--- src/rtl/clk_rate_det_pkg.sv ---
// Shared types and rate-bin constants for the clk_meas frequency detector.
// Bins assume a 1000-cycle gate window at 50 MHz.
package clk_rate_det_pkg;

  localparam int COUNT_W = 16;

  typedef enum logic [2:0] {
    NONE    = 3'd0,
    R1M     = 3'd1,
    R8M3    = 3'd2,
    R12M5   = 3'd3,
    UNKNOWN = 3'd7
  } rate_e;

  typedef enum logic [1:0] {
    IDLE,
    ARM,
    GATE,
    DONE
  } state_e;

  localparam logic [COUNT_W-1:0] NONE_LO  = 16'd0;
  localparam logic [COUNT_W-1:0] NONE_HI  = 16'd2;
  localparam logic [COUNT_W-1:0] R1M_LO   = 16'd18;
  localparam logic [COUNT_W-1:0] R1M_HI   = 16'd22;
  localparam logic [COUNT_W-1:0] R8M3_LO  = 16'd160;
  localparam logic [COUNT_W-1:0] R8M3_HI  = 16'd172;
  localparam logic [COUNT_W-1:0] R12M5_LO = 16'd245;
  localparam logic [COUNT_W-1:0] R12M5_HI = 16'd255;

  function automatic rate_e classify(input logic [COUNT_W-1:0] count);
    if (count >= NONE_LO && count <= NONE_HI)        return NONE;
    else if (count >= R1M_LO && count <= R1M_HI)     return R1M;
    else if (count >= R8M3_LO && count <= R8M3_HI)   return R8M3;
    else if (count >= R12M5_LO && count <= R12M5_HI) return R12M5;
    else                                             return UNKNOWN;
  endfunction

endpackage

--- src/rtl/clk_rate_detector_sync_edge.sv ---
// Synchroniser chain plus history flop; emits a one-cycle pulse per rising
// edge of an asynchronous input. SYNC_STAGES must be at least 2.
module sync_edge_detect #(
  parameter int SYNC_STAGES = 2
) (
  input  logic clk_in,
  input  logic rst,
  input  logic async_in,
  output logic rise_pulse
);

  logic [SYNC_STAGES-1:0] sync_q;
  logic                   hist_q;

  // NOTE: sequential state uses non-blocking assignments so every flop samples pre-edge values.
  always_ff @(posedge clk_in or posedge rst) begin
    if (rst) begin
      sync_q <= '0;
      hist_q <= 1'b0;
    end else begin
      sync_q <= {sync_q[SYNC_STAGES-2:0], async_in};
      hist_q <= sync_q[SYNC_STAGES-1];
    end
  end

  assign rise_pulse = sync_q[SYNC_STAGES-1] & ~hist_q;

endmodule

--- src/rtl/clk_rate_detector.sv ---
// Counts clk_meas rising edges over a GATE_CYCLES window and bins the result.
// Define CLK_RATE_DET_LOSS_EN to build the loss-of-clock idle counter.
module clk_rate_detector
  import clk_rate_det_pkg::*;
#(
  parameter int GATE_CYCLES = 1000,
  parameter int SYNC_STAGES = 2,
  parameter int LOSS_CYCLES = 256
) (
  input  logic               clk_in,
  input  logic               rst,
  input  logic               clk_meas,
  input  logic               start,
  input  logic               continuous,
  output logic               busy,
  output logic               meas_valid,
  output logic [COUNT_W-1:0] edge_count,
  output logic [2:0]         rate_code,
  output logic               loss_of_clock
);

  localparam int CYC_W = $clog2(GATE_CYCLES + 1);
  localparam logic [CYC_W-1:0] ARM_LAST  = CYC_W'(SYNC_STAGES);
  localparam logic [CYC_W-1:0] GATE_LAST = CYC_W'(GATE_CYCLES - 1);

  state_e             state;
  logic [CYC_W-1:0]   cyc_cnt;
  logic [COUNT_W-1:0] edge_cnt;
  logic [COUNT_W-1:0] edge_cnt_next;
  logic               rise;

  sync_edge_detect #(.SYNC_STAGES(SYNC_STAGES)) u_sync (
    .clk_in    (clk_in),
    .rst       (rst),
    .async_in  (clk_meas),
    .rise_pulse(rise)
  );

  // NOTE: default assignment first keeps this block purely combinational (no latch).
  always_comb begin
    edge_cnt_next = edge_cnt;
    if (rise && edge_cnt != '1) edge_cnt_next = edge_cnt + 1'b1;
  end

  // The final gate cycle's edge is folded in via edge_cnt_next, so results publish on entry to DONE.
  always_ff @(posedge clk_in or posedge rst) begin
    if (rst) begin
      state      <= IDLE;
      cyc_cnt    <= '0;
      edge_cnt   <= '0;
      busy       <= 1'b0;
      meas_valid <= 1'b0;
      edge_count <= '0;
      rate_code  <= NONE;
    end else begin
      meas_valid <= 1'b0;
      case (state)
        IDLE: begin
          if (start) begin
            state   <= ARM;
            cyc_cnt <= '0;
            busy    <= 1'b1;
          end
        end
        ARM: begin
          if (cyc_cnt == ARM_LAST) begin
            state    <= GATE;
            cyc_cnt  <= '0;
            edge_cnt <= '0;
          end else begin
            cyc_cnt <= cyc_cnt + 1'b1;
          end
        end
        GATE: begin
          edge_cnt <= edge_cnt_next;
          if (cyc_cnt == GATE_LAST) begin
            state      <= DONE;
            edge_count <= edge_cnt_next;
            rate_code  <= classify(edge_cnt_next);
            meas_valid <= 1'b1;
          end else begin
            cyc_cnt <= cyc_cnt + 1'b1;
          end
        end
        DONE: begin
          cyc_cnt  <= '0;
          edge_cnt <= '0;
          if (continuous) begin
            state <= GATE;
          end else begin
            state <= IDLE;
            busy  <= 1'b0;
          end
        end
        default: state <= IDLE;
      endcase
    end
  end

`ifdef CLK_RATE_DET_LOSS_EN
  localparam int IDLE_W = $clog2(LOSS_CYCLES + 1);
  logic [IDLE_W-1:0] idle_cnt;

  always_ff @(posedge clk_in or posedge rst) begin
    if (rst) begin
      idle_cnt      <= '0;
      loss_of_clock <= 1'b0;
    end else if (rise) begin
      idle_cnt      <= '0;
      loss_of_clock <= 1'b0;
    end else if (idle_cnt != IDLE_W'(LOSS_CYCLES)) begin
      idle_cnt <= idle_cnt + 1'b1;
      if (idle_cnt == IDLE_W'(LOSS_CYCLES - 1)) loss_of_clock <= 1'b1;
    end
  end
`else
  assign loss_of_clock = 1'b0;
`endif

endmodule

--- config.mk ---
export PLATFORM = sky130hd
export DESIGN_NAME = clk_rate_detector
export DESIGN_NICKNAME = d
export VERILOG_FILES = /design/src/rtl/clk_rate_det_pkg.sv /design/src/rtl/clk_rate_detector_sync_edge.sv /design/src/rtl/clk_rate_detector.sv
export SDC_FILE = /design/constraint.sdc
export NUM_CORES = 1
export LEC_CHECK = 0
export BUFFER_PORTS_ARGS = -buffer_cell sky130_fd_sc_hd__buf_4
export CORE_UTILIZATION = 55
export CTS_BUF_LIST = sky130_fd_sc_hd__clkbuf_4 sky130_fd_sc_hd__clkbuf_8
export CTS_CLUSTER_SIZE = 30
export DETAILED_ROUTE_END_ITERATION = 7
export GPL_TIMING_DRIVEN = 0
export PLACE_DENSITY = 0.77
export SYNTH_ARGS = -nofsm -noshare
export SYNTH_HDL_FRONTEND = slang
export SYNTH_SLANG_ARGS = --single-unit
--- constraint.sdc ---
create_clock -name clk_in -period 2.2 [get_ports clk_in]
set_input_delay 0.33 -clock clk_in [delete_from_list [all_inputs] [get_ports clk_in]]
set_output_delay 0.33 -clock clk_in [all_outputs]
set_load 0.05 [all_outputs]
# == Word-level counts from Yosys, hierarchy flattened ==
# Cells that the tools add are included.
# Widths: inputs -> output; s select.
# totals
reg_bits,52
input_bits,5
output_inout_bits,22
elab_cells,66
# op_classes
n_addsub,2
n_lt_le_gt_ge,8
n_eq_ne,11
muxes,21
n_bitwise,2
reduce_logical,13
# op_table
op,count
$pmux 16 s3,1
$pmux 10 s4,1
$ge 16x8->1 const B,2
$le 16x8->1 const B,2
$mux 16,2
$mux 10,3
$add 16x1->16 const B,1
$ge 16x1->1 const B,1
$ge 16x5->1 const B,1
$le 16x2->1 const B,1
$le 16x5->1 const B,1
$ne 16x16->1 const B,1
$mux 3,4
$add 10x1->10 const B,1
$eq 10x10->1 const B,1
$eq 10x2->1 const B,1
$ne 2x2->1 const B,5
$mux 2,4
$pmux 2 s4,1
$reduce_and 2->1,3
$reduce_and 3->1,2
$logic_and 1x1->1,5
$eq 2x2->1 const B,2
$mux 1,4
7 further kinds,7

# == Depth between registers and ports, before layout ==
# Gate-level depths: netlist (run 1).
# depth
depth_word,10
depth_mapped,9
ltp_nobuf,8

# == By module ==
# Synthesis (run 1) repeated with hierarchy kept, for this count alone.
# hier_totals
cells_unflattened,327
hier_area_um2,2970.3
# by_module_without_submodules
module,n_inst,cells_per_inst,area_each_um2,seq_area_each_um2
clk_rate_detector,1,322,2877.8,1226.2
sync_edge_detect,1,5,92.6,75.1

# == Worst setup path before layout (run 1) ==
# Ideal clock, no wire load.
# synth_timing
kind,reg-to-reg
from,register edge_cnt[1]
to,register rate_code[2]
setup_time_ps,121
arrival_ps,2237
required_time_ps,2079
path_slack_ps,-158
stages_incl_launch_ff,9
path_buffers,0
path_cell_list,dfrtp_1 > ha_1 > and3_1 > nand2_1 > or4_1 > and2_1 > nor4_1 > a221oi_2 > o22a_1
# synth_between
elab_chain_cells,9
# synth_rtl
element,line_no,rtl
"start, declared",clk_rate_detector.sv:28,logic [COUNT_W-1:0] edge_cnt;
"start signal, assigned",clk_rate_detector.sv:75,edge_cnt <= edge_cnt_next;
branches (longest 2 deep; another with $add 16x1->16),--,
$mux 16 (*),clk_rate_detector.sv:42,if (rise && edge_cnt != '1) edge_cnt_next = edge_cnt + 1'b1;
$ge 16x8->1 / $le 16x8->1 (equally long branches),clk_rate_det_pkg.sv:35,else if (count >= R12M5_LO && count <= R12M5_HI) return R12M5;
$logic_and 1x1->1,clk_rate_det_pkg.sv:35,
$mux 3,clk_rate_det_pkg.sv:35,
$mux 3,clk_rate_det_pkg.sv:34,else if (count >= R8M3_LO && count <= R8M3_HI) return R8M3;
$mux 3,clk_rate_det_pkg.sv:33,else if (count >= R1M_LO && count <= R1M_HI) return R1M;
$mux 3 (*),clk_rate_det_pkg.sv:32,if (count >= NONE_LO && count <= NONE_HI) return NONE;
"end signal, assigned",clk_rate_detector.sv:79,rate_code <= classify(edge_cnt_next);
"end, declared",clk_rate_detector.sv:18,"output logic [2:0] rate_code,"
# Mark *: on every way between the ends.
# A chain may end at the register's enable or synchronous reset.

# == Worst setup path in the final report (run 1) ==
# layout_timing
from,register edge_cnt[0]
to,register rate_code[0]
# layout_between
elab_chain_cells,8
# layout_rtl
element,line_no
branches (longest 2 deep; another with $add 16x1->16),--
$mux 16 (*),clk_rate_detector.sv:42
$ge 16x8->1 / $le 16x8->1 (equally long branches),clk_rate_det_pkg.sv:34
$logic_and 1x1->1,clk_rate_det_pkg.sv:34
$mux 3,clk_rate_det_pkg.sv:34
$mux 3,clk_rate_det_pkg.sv:33
$mux 3 (*),clk_rate_det_pkg.sv:32
# Marks and branches as above.

==> results of run 1 <==
-- cell usage after synthesis (2+ instances only) --
library cell | number | share of area [%]
sky130_fd_sc_hd__nor4b_1 | 3 | 0.83
sky130_fd_sc_hd__and2_1 | 4 | 0.79
sky130_fd_sc_hd__o21a_1 | 2 | 0.48
sky130_fd_sc_hd__dfrtp_1 | 52 | 41
sky130_fd_sc_hd__o31ai_1 | 8 | 1.9
sky130_fd_sc_hd__nand3_1 | 16 | 2.5
sky130_fd_sc_hd__nor4_1 | 5 | 0.99
sky130_fd_sc_hd__clkbuf_1 | 10 | 1.2
sky130_fd_sc_hd__and3_1 | 11 | 2.2
sky130_fd_sc_hd__nor2b_1 | 4 | 0.79
sky130_fd_sc_hd__nand2b_1 | 5 | 0.99
sky130_fd_sc_hd__or3_1 | 2 | 0.40
sky130_fd_sc_hd__nand4_2 | 2 | 0.79
sky130_fd_sc_hd__o22ai_1 | 3 | 0.60
sky130_fd_sc_hd__nor3_1 | 10 | 1.6
sky130_fd_sc_hd__nor2_1 | 32 | 3.8
sky130_fd_sc_hd__nand4_1 | 7 | 1.4
sky130_fd_sc_hd__a21oi_1 | 19 | 3.0
sky130_fd_sc_hd__inv_1 | 12 | 1.4
sky130_fd_sc_hd__xor2_1 | 5 | 1.4
sky130_fd_sc_hd__buf_4 | 4 | 0.95
sky130_fd_sc_hd__a22o_1 | 3 | 0.83
sky130_fd_sc_hd__nand2_1 | 48 | 5.7
sky130_fd_sc_hd__buf_2 | 7 | 1.1
sky130_fd_sc_hd__xnor2_1 | 8 | 2.2
sky130_fd_sc_hd__mux2i_1 | 3 | 0.95
sky130_fd_sc_hd__a31oi_1 | 3 | 0.60
sky130_fd_sc_hd__o21ai_0 | 36 | 5.7
sky130_fd_sc_hd__ha_1 | 7 | 2.8
sky130_fd_sc_hd__o21bai_1 | 2 | 0.48
sky130_fd_sc_hd__a21o_1 | 5 | 1.2
-- area by class of cell --
cell class / instances / area (µm²)
Multi-Input combinational cell: 280 / 1880
Fill cell: 396 / 1490
Sequential cell: 52 / 1310
Timing Repair Buffer: 52 / 428
Buffer: 22 / 160
Tap cell: 72 / 90.1
Clock buffer: 5 / 68.8
Clock inverter: 3 / 46.3
Inverter: 12 / 45.0
-- cells by family (layout without fill, tap and decap cells) --
logic type	after synthesis	in the layout	share of synthesized area (%)
flip-flops	52	52	41.3
multiplexers	4	4	1.31
adder cells (fa/ha/maj)	7	7	2.78
XOR/XNOR	13	13	3.61
AO/OA/AOI/OAI	97	97	20.1
buffers and inverters	36	94	5.32
AND/OR/NAND/NOR	158	158	25.4
other	1	1	0.119
-- sequential cells by signal, summed over array words and instances, names as in the netlist --
name,count
state,2
u_sync.hist_q,1
edge_cnt,16
meas_valid,1
u_sync.sync_q,2
cyc_cnt,10
busy,1
edge_count,16
rate_code,3
-- worst max-delay path: stages (launching register included) --
cell and delay (ns):
sky130_fd_sc_hd__dfrtp_1 0.43, sky130_fd_sc_hd__buf_4 0.15, sky130_fd_sc_hd__buf_4 0.16, sky130_fd_sc_hd__and4b_2 0.26
sky130_fd_sc_hd__mux2_2 0.27, sky130_fd_sc_hd__and3_1 0.18, sky130_fd_sc_hd__o311a_1 0.37, sky130_fd_sc_hd__nor4b_4 0.26
sky130_fd_sc_hd__nor2_1 0.11, sky130_fd_sc_hd__o21a_1 0.18
-- power breakdown --
| group | internal [mW] | leakage [nW] | total (mW) | switching, mW |
|---|---|---|---|---|
| Sequential | 1.01 | 0.704 | 1.07 | 0.0585 |
| Combinational | 0.420 | 1.03 | 1.16 | 0.743 |
| Clock | 0.346 | 0.0600 | 0.702 | 0.356 |
| Total | 1.78 | 1.79 | 2.93 | 1.16 |
-- timing repair --
item	CTS	global route
hold buffers	0	0
gates resized for setup	36	26
setup buffers	17	8
cloned	1	0
setup endpoints to repair	23	32
pin swaps	10	9
-- stage by stage --
stage               setup TNS, ns  setup slack (ns)
finish                     -0.751            -0.265
global route                -1.08            -0.342
CTS                        -0.441            -0.167
detailed placement          -4.77            -0.501
global placement            -8.68            -0.482
floorplan                -0.00895          -0.00895
-- worst max-delay path by stage --
stage	from	end
floorplan	edge_cnt[1]$_DFFE_PP0P_	rate_code[2]$_DFFE_PP0P_
global placement	edge_cnt[1]$_DFFE_PP0P_	rate_code[0]$_DFFE_PP0P_
detailed placement	edge_cnt[1]$_DFFE_PP0P_	rate_code[0]$_DFFE_PP0P_
CTS	edge_cnt[0]$_DFFE_PP0P_	rate_code[0]$_DFFE_PP0P_
global route	edge_cnt[4]$_DFFE_PP0P_	rate_code[1]$_DFFE_PP0P_
finish	edge_cnt[0]$_DFFE_PP0P_	rate_code[0]$_DFFE_PP0P_
-- layer usage --
| layer | wire, µm | share of wire (%) | track usage (%) | vias to the layer above |
|---|---|---|---|---|
| met5 | 0 | 0 | 0 | - |
| met4 | 339 | 3.7 | 13.8 | 0 |
| met3 | 560 | 6.2 | 4.82 | 47 |
| met2 | 4390 | 48 | 48.4 | 170 |
| met1 | 3780 | 42 | 36.8 | 1494 |
| li1 | - | - | - | 1435 |
-- placed cells by master, fill, tap and decap left out, types with 3 or more instances in the layout --
master	instances
sky130_fd_sc_hd__xor2_1	4
sky130_fd_sc_hd__nor4_2	3
sky130_fd_sc_hd__nand2_2	3
sky130_fd_sc_hd__dfrtp_2	5
sky130_fd_sc_hd__inv_1	11
sky130_fd_sc_hd__o31ai_1	8
sky130_fd_sc_hd__and3_1	9
sky130_fd_sc_hd__nand3_1	15
sky130_fd_sc_hd__nor2b_1	4
sky130_fd_sc_hd__clkbuf_2	3
sky130_fd_sc_hd__o21ai_0	34
sky130_fd_sc_hd__clkbuf_8	5
sky130_fd_sc_hd__clkbuf_1	4
sky130_fd_sc_hd__and2_1	4
sky130_fd_sc_hd__buf_4	54
sky130_fd_sc_hd__dfrtp_1	47
sky130_fd_sc_hd__xnor2_1	8
sky130_fd_sc_hd__nor3_1	9
sky130_fd_sc_hd__a22o_1	3
sky130_fd_sc_hd__a21o_1	5
sky130_fd_sc_hd__o22ai_1	3
sky130_fd_sc_hd__nand4_1	7
sky130_fd_sc_hd__nand2b_1	5
sky130_fd_sc_hd__nor2_1	29
sky130_fd_sc_hd__nand2_1	45
sky130_fd_sc_hd__buf_6	5
sky130_fd_sc_hd__ha_1	6
sky130_fd_sc_hd__a21oi_1	19
==> flow_summary.ini, run 1 <==
[floorplan]
dieHeight_um = 77.7
initial_core_util_pct = 57.2
core_area_um2 = 5510
die-area_um2 = 6040
row_count = 27
die_x_um = 77.7
boundaryPins = 27

[cts]
clk_pin_slew_worst_paths_ns = 0.11
clock_sink_count = 52
cts-root-to-sink-buffers = 2
cts_root_buffer = sky130_fd_sc_hd__clkbuf_8
tritoncts.num_buffers = 5
cts_max_level = 2
tritoncts = yes
clk-insertion-delay-late_ns = 0.32

[setup_path]
cp.required_ns = 2.41
rr_worst_depth = 9
r2r_start = edge_cnt[0]$_DFFE_PP0P_
worstPathArrival_ns = 2.68
ff2ff_setup_slack_ns = -0.27
timing.rr.end = rate_code[0]$_DFFE_PP0P_
crit_path_launch_type = register
criticalPathCategory = register to register
path_max_fanout = 9
worstSetupEndpointType = register

[route]
route.final.wire_length_um = 9060
antenna_left = 0
drt_first_pass_iters = 5
vias = 3146
wl_per_cell_um = 18.2
avgViaCountPerCell = 6.32
post-route-drc-count = 0
first_drt_iteration_drcs = 268

[finish]
postLayoutCellArea_um2 = 4020
final-instance-count-excl-fill = 498
area_growth_syn_to_fin_pct = 27.6
utilization_pct = 73.0
finish.net_count = 437
num_antenna_cells = 0
share_of_final_layout_standard_cells_stronger_than_drive_strength_1_pct = 27.7

[synth]
syn_nets = 380
synth_seq_cells = 52
synth_edf_count = 0
synth_flop_cell = sky130_fd_sc_hd__dfrtp_1
synth_seq_area_share_pct = 41.3
yosysWarnings = 0
post_synthesis_instance_total = 368
syn_avg_cell_area_um2 = 8.56
distinct_cell_type_count_after_synthesis = 61
netlist_area_um2 = 3150
synth-async-reset-ratio_pct = 100

[global_routing]
grt_first_pass_wirelength_um = 13900
grt_antenna_before_repair = 0
globalRouteTotalUtil_pct = 29.1
grt_max_degree = 30
gr-total-overflow = 0
first_global_vias = 2908

[timing]
setup_slack_ns = -0.265
maxClockFrequency_mhz = 406
fin_worst_skew_ns = 0.0101
finalHoldWorstSlack_ns = 0.0397
finalCriticalPeriod_ns = 2.47
relSlewSlack_pct = 57.8
worst_max_slew_pin_slew_ns = 0.634
grt_setup_unrepaired = yes
fraction_of_the_cycle_the_final_worst_path_needs_pct = 112
final-hold-violation-count = 0
timing.final.max_slew_violations = 0
report.final.setup_viol = 3

[placed_design]
dp_hpwl_um = 5450
port-buffer-count = 25
dpl-instance-area_um2 = 3460
gpl.final_weighted_congestion = 0.911
dp_cells = 466

[power]
p_per_area_nw_per_um2 = 730
power_leakage_nw = 1.79
pnr_total_power_mw = 2.93
worst_ir_drop_vdd_v = 0.000683

[flow_run]
cap_violations = 0

[worst_hold_path]
hold_path_class = input pin to asynchronous set/reset pin

[run_status]
status = finished, violations left
failing_checks = setup timing
(Power assumes the default switching activity.)
==> run 2: changes to the inputs <==
ABC_CLOCK_PERIOD_IN_PS = 2400   (was not set)
CORE_MARGIN = 2   (was not set)
PLACE_DENSITY = 0.74   (was 0.77)
clock period = 2.4 ns   (was 2.2 ns; I/O delays follow)
==> run 2 against run 1 <==
Compared with the run above: the flow still finishes with violations (setup timing); design area down 4.0%; core utilization down 2.9 points; global-route usage down 2.7 points; wire length shrank 8.1%; total power is 12% lower; combinational power is 17% lower.
==> flow_summary.ini, run 2 (synthesis gave the netlist of run 1 again) <==
[finish]
finish.net_count = 425
num_antenna_cells = 0
area_growth_syn_to_fin_pct = 22.5
layout.area.seq_um2 = 1310
share_of_final_layout_standard_cells_stronger_than_drive_strength_1_pct = 24.6
final-instance-count-excl-fill = 486
nFillCells = 440
top_regs = edge_cnt (16), edge_count (16), cyc_cnt (10)
final_cell_mix = sky130_fd_sc_hd__nand2_1, sky130_fd_sc_hd__dfrtp_1, sky130_fd_sc_hd__buf_4
multi_input_area_um2 = 1830

[setup_path]
crit_path_launch_type = register
path_max_fanout = 5
worstSetupEndpointType = register
worstPathArrival_ns = 2.73
criticalPathCategory = register to register
timing.rr.end = rate_code[2]$_DFFE_PP0P_
rr_worst_depth = 10
cp.required_ns = 2.65
r2r_start = edge_cnt[0]$_DFFE_PP0P_
ff2ff_setup_slack_ns = -0.08

[power]
share_clk_of_total_power_pct = 24.9
p_sw_share_pct = 39.2
p_comb_share_pct = 37.1
power_leakage_nw = 1.72
power_report.internal_total_mw = 1.57
power.sequential.fraction_pct = 38.0
worst_ir_drop_vdd_v = 0.000865
p_per_area_nw_per_um2 = 669
total_switching_power_mw = 1.01

[route]
drt_first_pass_iters = 5
first_drt_iteration_drcs = 306
post-route-drc-count = 0
route.final.wire_length_um = 8330
wl_per_cell_um = 17.1
antenna_left = 0
avgViaCountPerCell = 6.27
vias = 3046

[timing]
fin_worst_skew_ns = 0.0155
setup_slack_ns = -0.0764
worst_max_slew_pin_slew_ns = 0.616
fraction_of_the_cycle_the_final_worst_path_needs_pct = 103
final-hold-violation-count = 0
finalCriticalPeriod_ns = 2.48
grt_setup_unrepaired = yes
timing.final.max_slew_violations = 0
maxClockFrequency_mhz = 404
relSlewSlack_pct = 58.9
report.final.setup_viol = 3
setup_tns_ns = -0.0933

[floorplan]
initial_core_util_pct = 57.2
die_x_um = 79.7
dieHeight_um = 79.7
die-area_um2 = 6350
row_count = 27
boundaryPins = 27
core_area_um2 = 5510

[cts]
cts-root-to-sink-buffers = 2
cts_max_level = 2
clk-insertion-delay-late_ns = 0.32
tritoncts.num_buffers = 5
clk_pin_slew_worst_paths_ns = 0.11
clock_sink_count = 52
cts_root_buffer = sky130_fd_sc_hd__clkbuf_8
tritoncts = yes

[placed_design]
dp_cells = 466
dp_hpwl_um = 5480
port-buffer-count = 25
gpl.final_weighted_congestion = 0.862

[global_routing]
gr-total-overflow = 0
grt_first_pass_wirelength_um = 13200
grt_antenna_before_repair = 0
globalRouteTotalUtil_pct = 26.5
grt_max_degree = 28
first_global_vias = 2733

[run_status]
failing_checks = setup timing
status = finished, violations left

[worst_hold_path]
hold_path_class = input pin to asynchronous set/reset pin

[flow_run]
cap_violations = 0
==> run 2: cell types whose count changed in the layout (fill, tap and decap cells not counted), moves of 2 or more <==
cell                       change
sky130_fd_sc_hd__nor4_2        -2
sky130_fd_sc_hd__clkbuf_2      +2
sky130_fd_sc_hd__nor2_1        -2
sky130_fd_sc_hd__nor2_2        +3
sky130_fd_sc_hd__o21ai_0       +2
sky130_fd_sc_hd__o21ai_1       -2
sky130_fd_sc_hd__nand2_1       +2
sky130_fd_sc_hd__nand2_2       -2
sky130_fd_sc_hd__buf_4        -13
==> run 2: worst max-delay path by stage <==
stage | end | startpoint | slack (ns)
3_3_place_gp | rate_code[0]$_DFFE_PP0P_ | edge_cnt[1]$_DFFE_PP0P_ | -0.28
3_5_place_dp | rate_code[0]$_DFFE_PP0P_ | edge_cnt[1]$_DFFE_PP0P_ | -0.32
6_report | rate_code[2]$_DFFE_PP0P_ | edge_cnt[0]$_DFFE_PP0P_ | -0.08
2_1_floorplan | rate_code[2]$_DFFE_PP0P_ | edge_cnt[1]$_DFFE_PP0P_ | 0.04
4_1_cts | rate_code[2]$_DFFE_PP0P_ | edge_cnt[15]$_DFFE_PP0P_ | -0.03
5_1_grt | rate_code[2]$_DFFE_PP0P_ | edge_cnt[0]$_DFFE_PP0P_ | -0.14
==> run 2: critical path: stages (launching register included) <==
cell	delay [ns]
sky130_fd_sc_hd__dfrtp_1	0.41
sky130_fd_sc_hd__ha_4	0.16
sky130_fd_sc_hd__nand4_1	0.13
sky130_fd_sc_hd__buf_4	0.18
sky130_fd_sc_hd__nor4_4	0.37
sky130_fd_sc_hd__buf_4	0.22
sky130_fd_sc_hd__nor4b_1	0.06
sky130_fd_sc_hd__o211ai_1	0.26
sky130_fd_sc_hd__inv_1	0.11
sky130_fd_sc_hd__a221oi_2	0.35
sky130_fd_sc_hd__o22a_1	0.18
==> run 2: timing repair <==
item | 4_1_cts | 5_1_grt
buffers inserted | 2 | 12
endpoints found under the setup margin | 15 | 22
gates cloned | 0 | 0
resized for setup | 16 | 33
pin swaps | 5 | 11
hold endpoints to repair | 0 | 0
hold buffers | 0 | 0
==> run 2: layout make-up <==
cell class	count	share of cell area, %
Clock inverter	3	1.20
Clock buffer	5	1.78
Tap cell	72	2.33
Multi-Input combinational cell	280	47.5
Sequential cell	52	33.9
Buffer	22	3.63
Inverter	12	1.17
Timing Repair Buffer	40	8.52
==> run 2: power by group through the flow <==
| stage | Combinational, mW | Sequential [mW] | Clock, mW |
|---|---|---|---|
| finish | 0.959 | 0.981 | 0.643 |
| global route | 1.06 | 0.990 | 0.678 |
| CTS | 0.903 | 0.975 | 0.648 |
| detailed placement | 0.878 | 0.994 | 0 |
| global placement | 0.860 | 0.990 | 0 |
| floorplan | 0.626 | 1.01 | 0 |
==> run 2: layer usage <==
metal	vias up	global-route usage, %	wire [µm]
li1	1407	-	-
met1	1478	36.2	3530
met2	138	42.8	4070
met3	23	4.30	519
met4	0	8.62	208
met5	-	0	0
==> run 2: stage by stage <==
step | setup slack (ns) | power [mW] | cell area, µm² | hold slack, ns | util, %
6_report | -0.0764 | 2.58 | 3860 | 0.0792 | 70.1
5_1_grt | -0.136 | 2.73 | 3860 | 0.134 | 70.1
4_1_cts | -0.0264 | 2.53 | 3650 | 0.114 | 66.3
3_5_place_dp | -0.320 | 1.87 | 3450 | 0.340 | 62.6
3_3_place_gp | -0.279 | 1.85 | 3430 | 0.334 | 62.3
2_1_floorplan | 0.0423 | 1.64 | 3150 | 0.331 | -
